**config.mk**
```make
export PLATFORM = sky130hd
export DESIGN_NAME = mem_arbiter
export DESIGN_NICKNAME = d
export VERILOG_FILES = /design/src/rtl/mem_pkg.sv /design/src/rtl/rr_arb2.sv /design/src/rtl/mem_arbiter.sv
export SDC_FILE = /design/constraint.sdc
export NUM_CORES = 1
export LEC_CHECK = 0
export ABC_AREA = 1
export BUFFER_PORTS_ARGS = -buffer_cell sky130_fd_sc_hd__clkbuf_2
export CORE_ASPECT_RATIO = 0.6
export CORE_MARGIN = 10
export CORE_UTILIZATION = 40
export DETAILED_ROUTE_END_ITERATION = 10
export GPL_TIMING_DRIVEN = 0
export PLACE_DENSITY = 0.68
export SYNTH_ARGS = -nofsm -noshare
export SYNTH_HDL_FRONTEND = slang
export SYNTH_SLANG_ARGS = --single-unit
export TNS_END_PERCENT = 10
```
**constraint.sdc**
```tcl
create_clock -name clk -period 3.2 [get_ports clk]
set_input_delay 0.16 -clock clk [delete_from_list [all_inputs] [get_ports clk]]
set_output_delay 0.16 -clock clk [all_outputs]
set_load 0.01 [all_outputs]
```
**src/rtl/mem_pkg.sv**
```systemverilog
// Shared types and default widths for the two-port memory arbiter.
package mem_pkg;
  localparam int MEM_ADDR_W = 5;
  localparam int MEM_DATA_W = 8;

  typedef enum logic [1:0] {IDLE, ACCESS, DONE} arb_state_t;

  typedef struct packed {
    logic                  we;
    logic [MEM_ADDR_W-1:0] addr;
    logic [MEM_DATA_W-1:0] wdata;
  } mem_req_t;
endpackage

```
**src/rtl/rr_arb2.sv**
```systemverilog
// Two-way round-robin pick: on a tie the port that did not win last time is chosen.
module rr_arb2 (
  input  logic [1:0] req,
  input  logic       last_gnt,
  output logic       gnt,
  output logic       vld
);
  always_comb begin
    vld = |req;
    gnt = (&req) ? ~last_gnt : req[1];
  end
endmodule

```
**src/rtl/mem_arbiter.sv**
```systemverilog
// Shares one single-port memory between an instruction-fetch port (0) and a load/store port (1).
// Each grant runs IDLE -> ACCESS -> DONE; ack pulses in DONE.
module mem_arbiter
  import mem_pkg::*;
#(
  parameter int ADDR_W = MEM_ADDR_W,
  parameter int DATA_W = MEM_DATA_W
) (
  input  logic              clk,
  input  logic              rst,
  input  logic              p0_req,
  input  logic [ADDR_W-1:0] p0_addr,
  output logic              p0_ack,
  output logic [DATA_W-1:0] p0_rdata,
  input  logic              p1_req,
  input  logic              p1_we,
  input  logic [ADDR_W-1:0] p1_addr,
  input  logic [DATA_W-1:0] p1_wdata,
  output logic              p1_ack,
  output logic [DATA_W-1:0] p1_rdata,
  output logic              mem_re,
  output logic              mem_we,
  output logic [ADDR_W-1:0] mem_addr,
  output logic [DATA_W-1:0] mem_din,
  input  logic [DATA_W-1:0] mem_dout,
  output logic              busy
);
  arb_state_t        state_q, state_d;
  logic              last_gnt_q, last_gnt_d;
  logic              gnt_q, gnt_d;
  logic              we_q, we_d;
  logic [ADDR_W-1:0] addr_q, addr_d;
  logic [DATA_W-1:0] wdata_q, wdata_d;
  logic [DATA_W-1:0] p0_rdata_q, p0_rdata_d;
  logic [DATA_W-1:0] p1_rdata_q, p1_rdata_d;
  logic              arb_gnt, arb_vld;

  rr_arb2 u_arb (
    .req      ({p1_req, p0_req}),
    .last_gnt (last_gnt_q),
    .gnt      (arb_gnt),
    .vld      (arb_vld)
  );

  always_comb begin
    state_d    = state_q;
    last_gnt_d = last_gnt_q;
    gnt_d      = gnt_q;
    we_d       = we_q;
    addr_d     = addr_q;
    wdata_d    = wdata_q;
    p0_rdata_d = p0_rdata_q;
    p1_rdata_d = p1_rdata_q;
    unique case (state_q)
      IDLE: begin
        if (arb_vld) begin
          state_d    = ACCESS;
          gnt_d      = arb_gnt;
          last_gnt_d = arb_gnt;
          // port 0 is fetch-only, so its grant can never carry a write
          we_d       = arb_gnt & p1_we;
          addr_d     = arb_gnt ? p1_addr : p0_addr;
          wdata_d    = arb_gnt ? p1_wdata : '0;
        end
      end
      ACCESS: begin
        state_d = DONE;
        if (!we_q) begin
          if (gnt_q) p1_rdata_d = mem_dout;
          else       p0_rdata_d = mem_dout;
        end
      end
      DONE:    state_d = IDLE;
      default: state_d = IDLE;
    endcase
  end

  always_ff @(posedge clk or posedge rst) begin
    if (rst) begin
      state_q    <= IDLE;
      last_gnt_q <= 1'b1;
      gnt_q      <= 1'b0;
      we_q       <= 1'b0;
      addr_q     <= '0;
      wdata_q    <= '0;
      p0_rdata_q <= '0;
      p1_rdata_q <= '0;
    end else begin
      state_q    <= state_d;
      last_gnt_q <= last_gnt_d;
      gnt_q      <= gnt_d;
      we_q       <= we_d;
      addr_q     <= addr_d;
      wdata_q    <= wdata_d;
      p0_rdata_q <= p0_rdata_d;
      p1_rdata_q <= p1_rdata_d;
    end
  end

  // Memory strobes decode straight from state so an async reset drops them immediately.
  always_comb begin
    mem_re   = (state_q == ACCESS) & ~we_q;
    mem_we   = (state_q == ACCESS) &  we_q;
    mem_addr = (state_q == ACCESS) ? addr_q : '0;
    mem_din  = mem_we ? wdata_q : '0;
    p0_ack   = (state_q == DONE) & ~gnt_q;
    p1_ack   = (state_q == DONE) &  gnt_q;
    busy     = (state_q != IDLE);
    p0_rdata = p0_rdata_q;
    p1_rdata = p1_rdata_q;
  end
endmodule

```
# Word-level counts from Yosys, hierarchy flattened
# Cells that the tools add are included.
# Widths: inputs -> output; s select.
totals:
  word_cells: 33
  reg_bits: 34
  in_bits: 31
  out_inout_bits: 34
classes:
  n_eq_ne: 3
  n_reduce_logical: 7
  bitwise_logic: 8
  n_mux: 7
ops:
  columns: ["operator", "n"]
  rows:
  - ["$mux 8", 2]
  - ["$mux 5", 2]
  - ["$reduce_and 3->1", 2]
  - ["$and 1x1->1", 5]
  - ["$pmux 2 s2", 1]
  - ["$reduce_and 2->1", 2]
  - ["$not 1->1", 3]
  - ["$eq 2x1->1 const B", 1]
  - ["$eq 2x2->1 const B", 1]
  - ["$logic_not 2->1", 1]
  - ["$mux 2", 1]
  - ["$ne 2x2->1 const B", 1]
  - ["$reduce_bool 2->1", 1]
  - ["$reduce_or 2->1", 1]
  - ["$mux 1", 1]

# Longest topological paths before layout
logic_depth:
  ltp_word: 3
  ltp_mapped: 7
  ltp_nobuf: 6

# Hierarchy
# From an unflattened synthesis, not the netlist that was laid out.
hier_totals:
  hier_cells: 190
  hier_area_um2: 1585.3
modules_own_cells:
  columns: ["mod", "instances", "cells_per_inst", "area_each_um2", "seq_area_each_um2"]
  rows:
  - ["mem_arbiter", 1, 187, 1570.3, 852.1]
  - ["rr_arb2", 1, 3, 15.0, 0.0]

# Worst setup path after synthesis
# No wires, ideal clock.
synth_timing:
  path_type: "reg-to-reg"
  from: "reg state_q[0]"
  to: "reg we_q"
  setup_ns: 0.117
  required_time_ns: 3.083
  n_path_buf: 1
  t_arrival_ns: 1.054
  path_stages_with_launch: 8
  period_less_slack_ns: 1.171
  path_slack_ns: 2.029
  path_cell_list: "dfrtp_1 -> inv_1 -> nand2_1 -> nor2_4 -> inv_2 -> buf_6 -> nand2_1 -> nand2_1"
synth_between:
  elab_chain_cells: 2
synth_rtl:
  columns: ["element", "line_no", "text"]
  rows:
  - ["from (decl)", "mem_arbiter.sv:28", "arb_state_t state_q, state_d;"]
  - ["from (signal assigned)", "mem_arbiter.sv:89", "state_q <= state_d;"]
  - ["$logic_not 2->1", "mem_arbiter.sv:54", "unique case (state_q)"]
  - ["$reduce_and 2->1 (no source line)", null, null]
  - ["to (signal assigned)", "mem_arbiter.sv:92", "we_q <= we_d;"]
  - ["to (decl)", "mem_arbiter.sv:31", "logic we_q, we_d;"]
# Every way passes these cells.
# A chain may end at the register's enable or synchronous reset.

# Worst setup path after layout
layout_timing:
  from: "reg state_q[0]"
  to: "out mem_din[1]"
layout_between:
  elab_chain_cells: 3
layout_rtl:
  columns: ["element", "line_no", "text"]
  rows:
  - ["$eq 2x1->1", "mem_arbiter.sv:103", "mem_we = (state_q == ACCESS) & we_q;"]
  - ["$and 1x1->1", "mem_arbiter.sv:103", null]
  - ["$mux 8", "mem_arbiter.sv:105", "mem_din = mem_we ? wdata_q : '0;"]
  - ["to (decl)", "mem_arbiter.sv:24", "output logic [DATA_W-1:0] mem_din,"]
# Every way passes these cells.

==> results.md <==
- Flop pwr share: a little under 40%
- Syn Std Cell Area: approximately 1600 sq um
- Switching power: between 0.8 and 0.9 mW
- Clock Latency Late Sink: around 0.28 ns
- Max_cap viols: 0
- Ys Warns: 0
- Syn-to-layout area delta: 31.5%
- DRT Pass-1 Iters: 4
- Slew Limit Fails: 0
- Worst setup SP type: register
- Worst endpoint required time: ~3.0 ns
- Syn Inst Count: a little over 200
- Peak supply drop: between 0.0003 and 0.0004 V
- Syn Nets: around 230
- Full die area: between 6000 and 7000 sq um
- GP Congestion: roughly 0.77
- Pleak: ~1.2 nW
- Longest Clk Path Bufs: 2
- CP max FO: 10
- Hold_buf cts: 0
- Antenna diodes: 0
- CTS H-tree lvls: 2
- Non-Filler Instances: between 300 and 400
- HP Class: in2reg
- Crit Path Category: reg2out
- Total GRT Usage: around an eighth
- Setup violations, final: 0
- Most frequent cells in the layout: 71 x nand2_1, 64 x clkbuf_2, 33 x dfrtp_1
- Share of cells above drive strength 1: 30.4%
- # nets final: approximately 310
- CTS resizes: 0
- Max Fclk: 0.603 GHz
- RSZ-0062 raised after global routing: false
- Placed insts: approximately 310
- Iteration-0 DRC Markers: approximately 110
- Most common cell after layout, fill and taps aside: nand2_1
- Final ANT Viol Nets: 0
- Row cnt: 17
- PD cells: ~940 nW/um^2
- Combinational power share: 44.6%
- Post-CTS setup buffer count: 0
- Drt wl/cell: roughly 14 um
- Final WL: 4380 um
- Synth cell types: 18
- Pin count of the biggest net entering global routing: 35
- Rel. slew slack: 70.6%
- Vias: 1523
- CTS tree: built
- Critical Path AT: 1.50 ns
- Gr ovfl total: 0
- Die width: 101 um
- Average instance area after synthesis: roughly 7.9 sq um
- Final hold violation count: 0
- Clock-pin slew on the worst setup and hold paths: roughly 0.060 ns
- Root Driver: clkbuf_8
- Sequential element share of the synthesized area: roughly 54%
- Cell Int Power: approximately 1.1 mW
- Core ar.: between 3000 and 4000 sq um
- DP HPWL: about 3300 um
- # IOs: 65
- Vias per cell: 4.72
- Final hold slack: 0.0997 ns
- Antenna violations before repair: 0
- Clock skew: approximately 0.0041 ns
- Synth Register Bits: 34
- DRC errors left: 0
- Part of the power in the clock network: between 10% and 20%
- Period utilization: 51.8%
- Final Total Pwr: 1.96 mW
- Switching Share: between 40 and 50%
- Minimum clock period after layout: around 1.7 ns
- Port Buffer Count: 64
- Die height: between 60 and 70 um
- Starting Density: about 42%
- CTS Buf Count: 5
- Outcome: completed
- Vias in the first global route: between 1000 and 1500
- First-pass GRT wire length: slightly below 7000 um
- Worst slew pin tran: between 0.4 and 0.5 ns
- Setup TNS: 0 ns
- Crit. End Element: primary output
- Sinks on the clock net: 34
[Yosys cell counts]
| library cell | number | area [sq um] |
|---|---|---|
| inv_2 | 2 | 7.51 |
| dfrtp_1 | 33 | 826 |
| inv_1 | 29 | 109 |
| nand2_2 | 1 | 6.26 |
| buf_2 | 2 | 10.0 |
| nor2_1 | 15 | 56.3 |
| buf_4 | 2 | 15.0 |
| dfstp_2 | 1 | 26.3 |
| nand2_1 | 71 | 267 |
| nor2_4 | 1 | 11.3 |
| clkinv_1 | 1 | 3.75 |
| nand4_1 | 16 | 100 |
| buf_6 | 2 | 22.5 |
| clkbuf_1 | 1 | 3.75 |
| nand3_1 | 21 | 105 |
| o21ai_0 | 1 | 5.00 |
| nor3_1 | 2 | 10.0 |
| nor2_2 | 1 | 6.26 |
[flip-flops by register name (all words and copies together) (netlist names)]
register	flops
p0_rdata	8
p1_rdata	8
wdata_q	8
addr_q	5
state_q	2
gnt_q	1
last_gnt_q	1
we_q	1
[power by group through the flow]
stage	clock (mW)	combinational, mW	sequential [mW]
after global routing	0.346	0.999	0.798
after floorplan	0	0.521	0.797
final	0.321	0.877	0.766
after CTS	0.327	0.886	0.767
after detailed placement	0	0.885	0.773
after global placement	0	0.872	0.762
[metrics by stage]
step,util [%],setup slack (ns),instance area [sq um]
finish,55.8,1.54,2090
global route,55.8,1.40,2090
CTS,55.0,1.53,2060
detailed placement,52.6,1.82,1970
global placement,52.6,1.83,1970
floorplan,-,2.03,1590
[layout make-up]
type	instances	area (sq um)
clock buffer	7	86.3
sequential	34	852
fill	385	1650
buffer	7	51.3
multi-input combinational	129	567
inverter	32	120
clock inverter	1	5.00
tap	47	58.8
timing repair buffer	66	350
[logic make-up (layout without fill, tap and decap cells)]
logic type	after synthesis	after routing	share of synthesized area, %
AO/OA/AOI/OAI	1	1	0.314
buffers and inverters	39	113	10.8
flip-flops	34	34	53.6
AND/OR/NAND/NOR	128	128	35.3
[critical path, cell delays in order, from the launching register on]
cell and delay, ns:
dfrtp_1 0.37, inv_1 0.06, nor2_1 0.15, buf_4 0.21, nand2_2 0.14, nor2_1 0.13
clkbuf_2 0.15
[layer usage]
layer  up-vias  share of wire [%]  global-route usage [%]
li1        783                  -                       -
met1       681                 44                    16.4
met2        54                 43                    17.0
met3         5                 12                    5.65
met4         0                1.2                    5.36
met5         -                  0                       0
[final timing paths]
| path | start | endpoint | slack [ns] | cells after the start |
|---|---|---|---|---|
| max in group asynchronous | rst | last_gnt_q$_DFFE_PP1P_ | 2.38 | 4 |
| max reg2reg | last_gnt_q$_DFFE_PP1P_ | gnt_q$_DFFE_PP0P_ | 1.84 | 5 |
| min reg2reg | last_gnt_q$_DFFE_PP1P_ | last_gnt_q$_DFFE_PP1P_ | 0.47 | 2 |
| min in group asynchronous | rst | p0_rdata[7]$_DFFE_PP0P_ | 0.33 | 3 |
| min | p1_wdata[5] | wdata_q[5]$_DFFE_PP0P_ | 0.1 | 3 |
| max | state_q[0]$_DFFE_PP0P_ | mem_din[1] | 1.54 | 6 |
Power figures use the tool's default switching activity.
